[src/rtl/meta_chooser.sv]
// rtl/meta_chooser.sv - tournament chooser selecting GBP or LBP per fetch PC with saturating counters
//
// Ports:
//   clk, reset          clock; asynchronous active-low reset
//   stall               freezes delay line, GHR, table and statistics
//   flush               squashes every in-flight delay-line entry
//   if_pc               PC currently in IF
//   gbp_pred, lbp_pred  component predictions for if_pc
//   is_branch, is_taken the instruction in ID is a conditional branch / its direction
//   take, use_gbp       final prediction for if_pc / prediction sourced from GBP
//   disagree_cnt        trained disagreements, saturating
//   gbp_win_cnt         disagreements won by GBP, saturating
module meta_chooser #(
    parameter int DELAY    = 7,
    parameter int INDEX    = 10,
    parameter int CTR_W    = 2,
    parameter int HIST     = 10,
    parameter int HASH_GHR = 0
) (
    input  logic        clk,
    input  logic        reset,
    input  logic        stall,
    input  logic        flush,
    input  logic [31:0] if_pc,
    input  logic        gbp_pred,
    input  logic        lbp_pred,
    input  logic        is_branch,
    input  logic        is_taken,
    output logic        take,
    output logic        use_gbp,
    output logic [15:0] disagree_cnt,
    output logic [15:0] gbp_win_cnt
);

    localparam int               ENTRIES  = 1 << INDEX;
    // Weakly prefer LBP; evaluates to 0 when CTR_W is 1.
    localparam logic [CTR_W-1:0] CTR_INIT = CTR_W'((1 << (CTR_W - 1)) - 1);
    localparam logic [CTR_W-1:0] CTR_MAX  = '1;
    localparam logic [15:0]      STAT_MAX = 16'hFFFF;

    typedef struct packed {
        logic             valid;
        logic [INDEX-1:0] idx;
        logic             gbp;
        logic             lbp;
    } dl_entry_t;

    logic [CTR_W-1:0] ctr [ENTRIES];
    dl_entry_t        dl  [DELAY];
    logic [HIST-1:0]  ghr;

    logic [INDEX-1:0] pc_idx;
    logic [INDEX-1:0] ghr_ext;
    logic [INDEX-1:0] fetch_idx;
    logic [HIST:0]    ghr_shift;
    dl_entry_t        head;
    logic             ghr_upd;
    logic             train;
    logic             gbp_right;
    logic [CTR_W-1:0] ctr_cur;
    logic [CTR_W-1:0] ctr_new;
    logic             unused_bits;

    // Lookup and prediction are purely combinational; a counter written on
    // an edge is seen by lookup only from the following cycle (no bypass).
    assign pc_idx    = if_pc[INDEX+1:2];
    assign ghr_ext   = INDEX'(ghr);
    assign fetch_idx = (HASH_GHR != 0) ? (pc_idx ^ ghr_ext) : pc_idx;
    assign use_gbp   = ctr[fetch_idx][CTR_W-1];
    assign take      = use_gbp ? gbp_pred : lbp_pred;

    // Entry 0 describes the instruction now in ID. Its idx was frozen at
    // fetch, so training never rehashes with the current GHR.
    assign head      = dl[0];
    assign ghr_upd   = !stall && head.valid && is_branch;
    assign train     = ghr_upd && (head.gbp != head.lbp);
    assign gbp_right = (head.gbp == is_taken);
    assign ctr_cur   = ctr[head.idx];
    assign ghr_shift = {ghr, is_taken};

    assign unused_bits = ^{if_pc[31:INDEX+2], if_pc[1:0], ghr_shift[HIST]};

    always_comb begin
        ctr_new = ctr_cur;
        if (gbp_right) begin
            if (ctr_cur != CTR_MAX) ctr_new = ctr_cur + 1'b1;
        end else begin
            if (ctr_cur != '0) ctr_new = ctr_cur - 1'b1;
        end
    end

    always_ff @(posedge clk or negedge reset) begin
        if (!reset) begin
            for (int i = 0; i < ENTRIES; i++) ctr[i] <= CTR_INIT;
        end else if (train) begin
            ctr[head.idx] <= ctr_new;
        end
    end

    // Flush clears every valid bit, including the entry pushed on the same
    // edge. Training above still consumes the pre-flush head because the
    // branch in ID is the one that caused the flush.
    always_ff @(posedge clk or negedge reset) begin
        if (!reset) begin
            for (int i = 0; i < DELAY; i++) dl[i] <= '0;
        end else if (!stall) begin
            for (int i = 0; i < DELAY - 1; i++) begin
                dl[i]       <= dl[i+1];
                dl[i].valid <= dl[i+1].valid && !flush;
            end
            dl[DELAY-1] <= '{valid: !flush, idx: fetch_idx, gbp: gbp_pred, lbp: lbp_pred};
        end else if (flush) begin
            for (int i = 0; i < DELAY; i++) dl[i].valid <= 1'b0;
        end
    end

    // History is speculative-free: it only shifts on resolved branches and
    // is not rolled back by a flush.
    always_ff @(posedge clk or negedge reset) begin
        if (!reset) begin
            ghr <= '0;
        end else if (ghr_upd) begin
            ghr <= ghr_shift[HIST-1:0];
        end
    end

    always_ff @(posedge clk or negedge reset) begin
        if (!reset) begin
            disagree_cnt <= '0;
            gbp_win_cnt  <= '0;
        end else if (train) begin
            if (disagree_cnt != STAT_MAX) disagree_cnt <= disagree_cnt + 16'd1;
            if (gbp_right && (gbp_win_cnt != STAT_MAX)) gbp_win_cnt <= gbp_win_cnt + 16'd1;
        end
    end

endmodule

[config.mk]
export PLATFORM = sky130hd
export DESIGN_NAME = meta_chooser
export DESIGN_NICKNAME = d
export VERILOG_FILES = /design/src/rtl/meta_chooser.sv
export SDC_FILE = /design/constraint.sdc
export NUM_CORES = 2
export LEC_CHECK = 0
export CAP_MARGIN = 20
export CORE_ASPECT_RATIO = 0.8
export CORE_MARGIN = 4
export CORE_UTILIZATION = 30
export DETAILED_ROUTE_END_ITERATION = 8
export PLACE_DENSITY_LB_ADDON = 0.3
export SLEW_MARGIN = 0
export SYNTH_ARGS = -nofsm -noshare
export SYNTH_HDL_FRONTEND = slang
export SYNTH_SLANG_ARGS = --single-unit
[constraint.sdc]
create_clock -name clk -period 6.35 [get_ports clk]
set_input_delay 1.27 -clock clk [delete_from_list [all_inputs] [get_ports clk]]
set_output_delay 1.27 -clock clk [all_outputs]
set_load 0.02 [all_outputs]
==> results.yml <==
clock_network:
  post-cts-setup-buffers: 0
  tritoncts: "built"
  cts.clk_slew.worst_paths_ns: 0.07
  htree_levels: 4
  cts-root-buf: "clkbuf_16"
  insertion_delay_ns: 0.92
  cts_buffers: 217
  clock_path_buffers: 4
  clock_sinks: 2171
synth:
  synth_edf_count: 0
  yosys.area_share.simple_pct: 13.1
  synth_compound_area_share_pct: 13.3
  avgSynthCellArea_um2: 10.2
  async_reset_ff_share_pct: 100
  netlist_instances: 10486
  syn_nets: 10528
  muxShareOfSynthArea_pct: 17.6
  syn_area_mm2: 0.107
  synth_xor_area_share_pct: 0.262
  yosys_warnings: 0
  yosysSeqAreaShare_pct: 52.1
  synth_fa_ha_area_share_pct: 0.0434
  synth_flop_cell: "dfrtp_1"
  ys_types: 65
  synth_top_family_by_area: "multiplexers"
  synth_seq_cells: 2171
grt:
  grt_usage_pct: 22.1
  antenna_found_initial: 41
  grt_pass1_wl_um: 596000
  grt_start_max_net_pins: 170
  overflow: 0
  grt_pass1_vias: 79552
floorplanning:
  die_y_um: 542
  std_cell_rows: 195
  die_area_mm2: 0.366
  io_pins: 74
  initial_core_util_pct: 30.2
  floorplan.core_area_mm2: 0.354
  die_x_um: 675
placement:
  globalplace.congestion: 0.891
  io_buffers: 51
  dp_hpwl_um: 266000
finish:
  syn_to_final_growth_pct: 14.9
  drive_gt1_share_pct: 23.5
  layout.nets: 10549
routing:
  routed_wl_um: 414000
  wl_met1_um: 187000
  routedWlPerCell_um: 26.8
  first_pass_iters: 6
  vias: 85160
  ant_nets: 0
  viasPerCell: 5.52
  dr.max_layer_used: "met5"
  wl_met2_um: 169000
  routed-wl-met3_um: 46500
  drc_errors: 0
  drt_iter0_drc: 10553
power_and_ir_drop:
  peakVddDrop_v: 0.000319
  leakage_nw: 49.6
  power_density_mw_per_mm2: 315
hold_path:
  hp-class: "in2async"
critical_path:
  critPathKind: "in2out"
  critical_path_required_ns: 5.08
  cp-end-kind: "primary output"
  arrival_ns: 4.85
  path_max_fanout: 19
  start_kind: "primary input"
timing:
  hold_ws_ns: 0.253
  setup_violations: 0
  fin_crit_sh_pct: 96.3
  hold_viol_final: 0
  slew_headroom_pct: 18.6
  tightest_slew_ns: 1.22
  skew_ns: 0.0694
  drv_slew: 0
  setup-tns-final_ns: 0
  grt_setup_unrepaired: "no"
  max_freq_ghz: 0.163
  period_minus_slack_ns: 6.12
flow_run:
  drv_cap: 0
run_status:
  status: "finished clean"
[final timing paths]
kind                                from              end  slack [ns]  depth (start not counted)
worst max-delay path            if_pc[6]          use_gbp        0.23                         11
worst min register to register    dl[38]           dl[51]        0.49                          2
worst min-delay path               reset  disagree_cnt[9]        0.25                          1
worst max register to register    dl[80]         ctr[324]        0.55                         16
min in group clk                  dl[38]           dl[51]        0.49                          2
max in group asynchronous          reset         ctr[419]        4.22                          3
[power breakdown]
group          switching, mW  internal, mW  leakage (nW)
combinational           7.52          3.04          19.5
sequential             0.272          14.0          26.4
clock                   5.92          7.92          3.63
total                   13.7          25.0          49.6
[layout by cell type (no fill, tap or decap), drive strengths merged, types with 8 or more instances in the layout]
cell type	n
nor4	66
nand3	20
nand2b	9
o211ai	11
nor3b	9
and3	10
xnor2	22
dfrtp	1147
clkbuf	341
a22oi	14
dfstp	1024
o22ai	441
mux4	376
clkinv	25
xor2	10
nor2	3146
diode	9
nor3	19
a21oi	2057
bufinv	21
buf	511
mux2	91
nand2	136
or4	42
nor2b	8
nand4	19
mux2i	928
o21ai	16
clkdlybuf4s50	42
a32oi	8
a31oi	9
[cell families (layout without fill, tap and decap cells)]
family / Yosys count / count (layout)
simple gates: 3528 / 3528
compound gates: 2602 / 2602
flops: 2171 / 2171
mux: 1395 / 1395
buf+inv: 754 / 950
xor+xnor: 32 / 32
fa+ha+maj: 4 / 4
other cells: 0 / 9
[what timing repair did]
item,4_1_cts,5_1_grt
hold buffers,0,0
pin swaps,0,0
setup endpoints to repair,1,1
gates resized for setup,6,10
[per-stage QoR]
step | worst slack (ns) | cell area, um2 | utilization, % | instances | power (mW)
after detailed placement | -0.188 | 115000 | 32.6 | 15016 | 24.8
final | 0.232 | 123000 | 34.7 | 15419 | 38.7
after global routing | 0.246 | 123000 | 34.7 | 15411 | 39.6
after CTS | 0.000972 | 123000 | 34.7 | 15410 | 38.6
after global placement | -0.168 | 115000 | 32.6 | 15015 | 24.8
after floorplan | 0.400 | 107000 | - | 10486 | 20.5
[registers in the layout, indices dropped and copies added, names as in the netlist]
name and count:
disagree_cnt 16, gbp_win_cnt 16, ctr 2048, dl 91
[final cells by class]
class / instances / area (um2)
fillers: 35424 / 231000
well taps: 4728 / 5920
flip-flops and latches: 2171 / 55600
diodes: 9 / 22.5
inverters: 2 / 7.51
clock inverters: 53 / 832
repair buffers: 554 / 5970
clock buffers: 341 / 6550
multi-input cells: 7561 / 47800
[Yosys cell counts, drive strengths merged, types with 14 or more instances]
cell type,instances,area share (%)
o22ai,441,2.6
buf,448,2.5
dfstp,1024,25
nor4,66,0.39
clkbuf,304,1.1
nor3,19,0.089
a22oi,14,0.098
mux4,376,7.9
xnor2,22,0.18
mux2i,928,8.7
nand4,19,0.11
nand2,136,0.48
nor2,3146,11
a21oi,2057,10
nand3,20,0.094
dfrtp,1147,27
o21ai,16,0.075
mux2,91,0.96
or4,42,0.30
[routing by layer]
metal / vias up / track usage [%]
met1: 42987 / 33.9
met5: - / 0
met2: 4319 / 30.5
met4: 4 / 5.75
met3: 598 / 5.38
li1: 37252 / -
[worst max-delay path, cell delays in order]
cell             delay, ns
buf_4                 0.40
buf_12                0.32
nor2_1                0.07
nand2_1               0.54
o22ai_1               0.47
a211oi_1              0.42
nand2_1               0.21
nand3b_1              0.14
nand4_1               0.17
buf_12                0.20
clkdlybuf4s50_1       0.53
No activity file was read; power rests on OpenSTA's default activity.
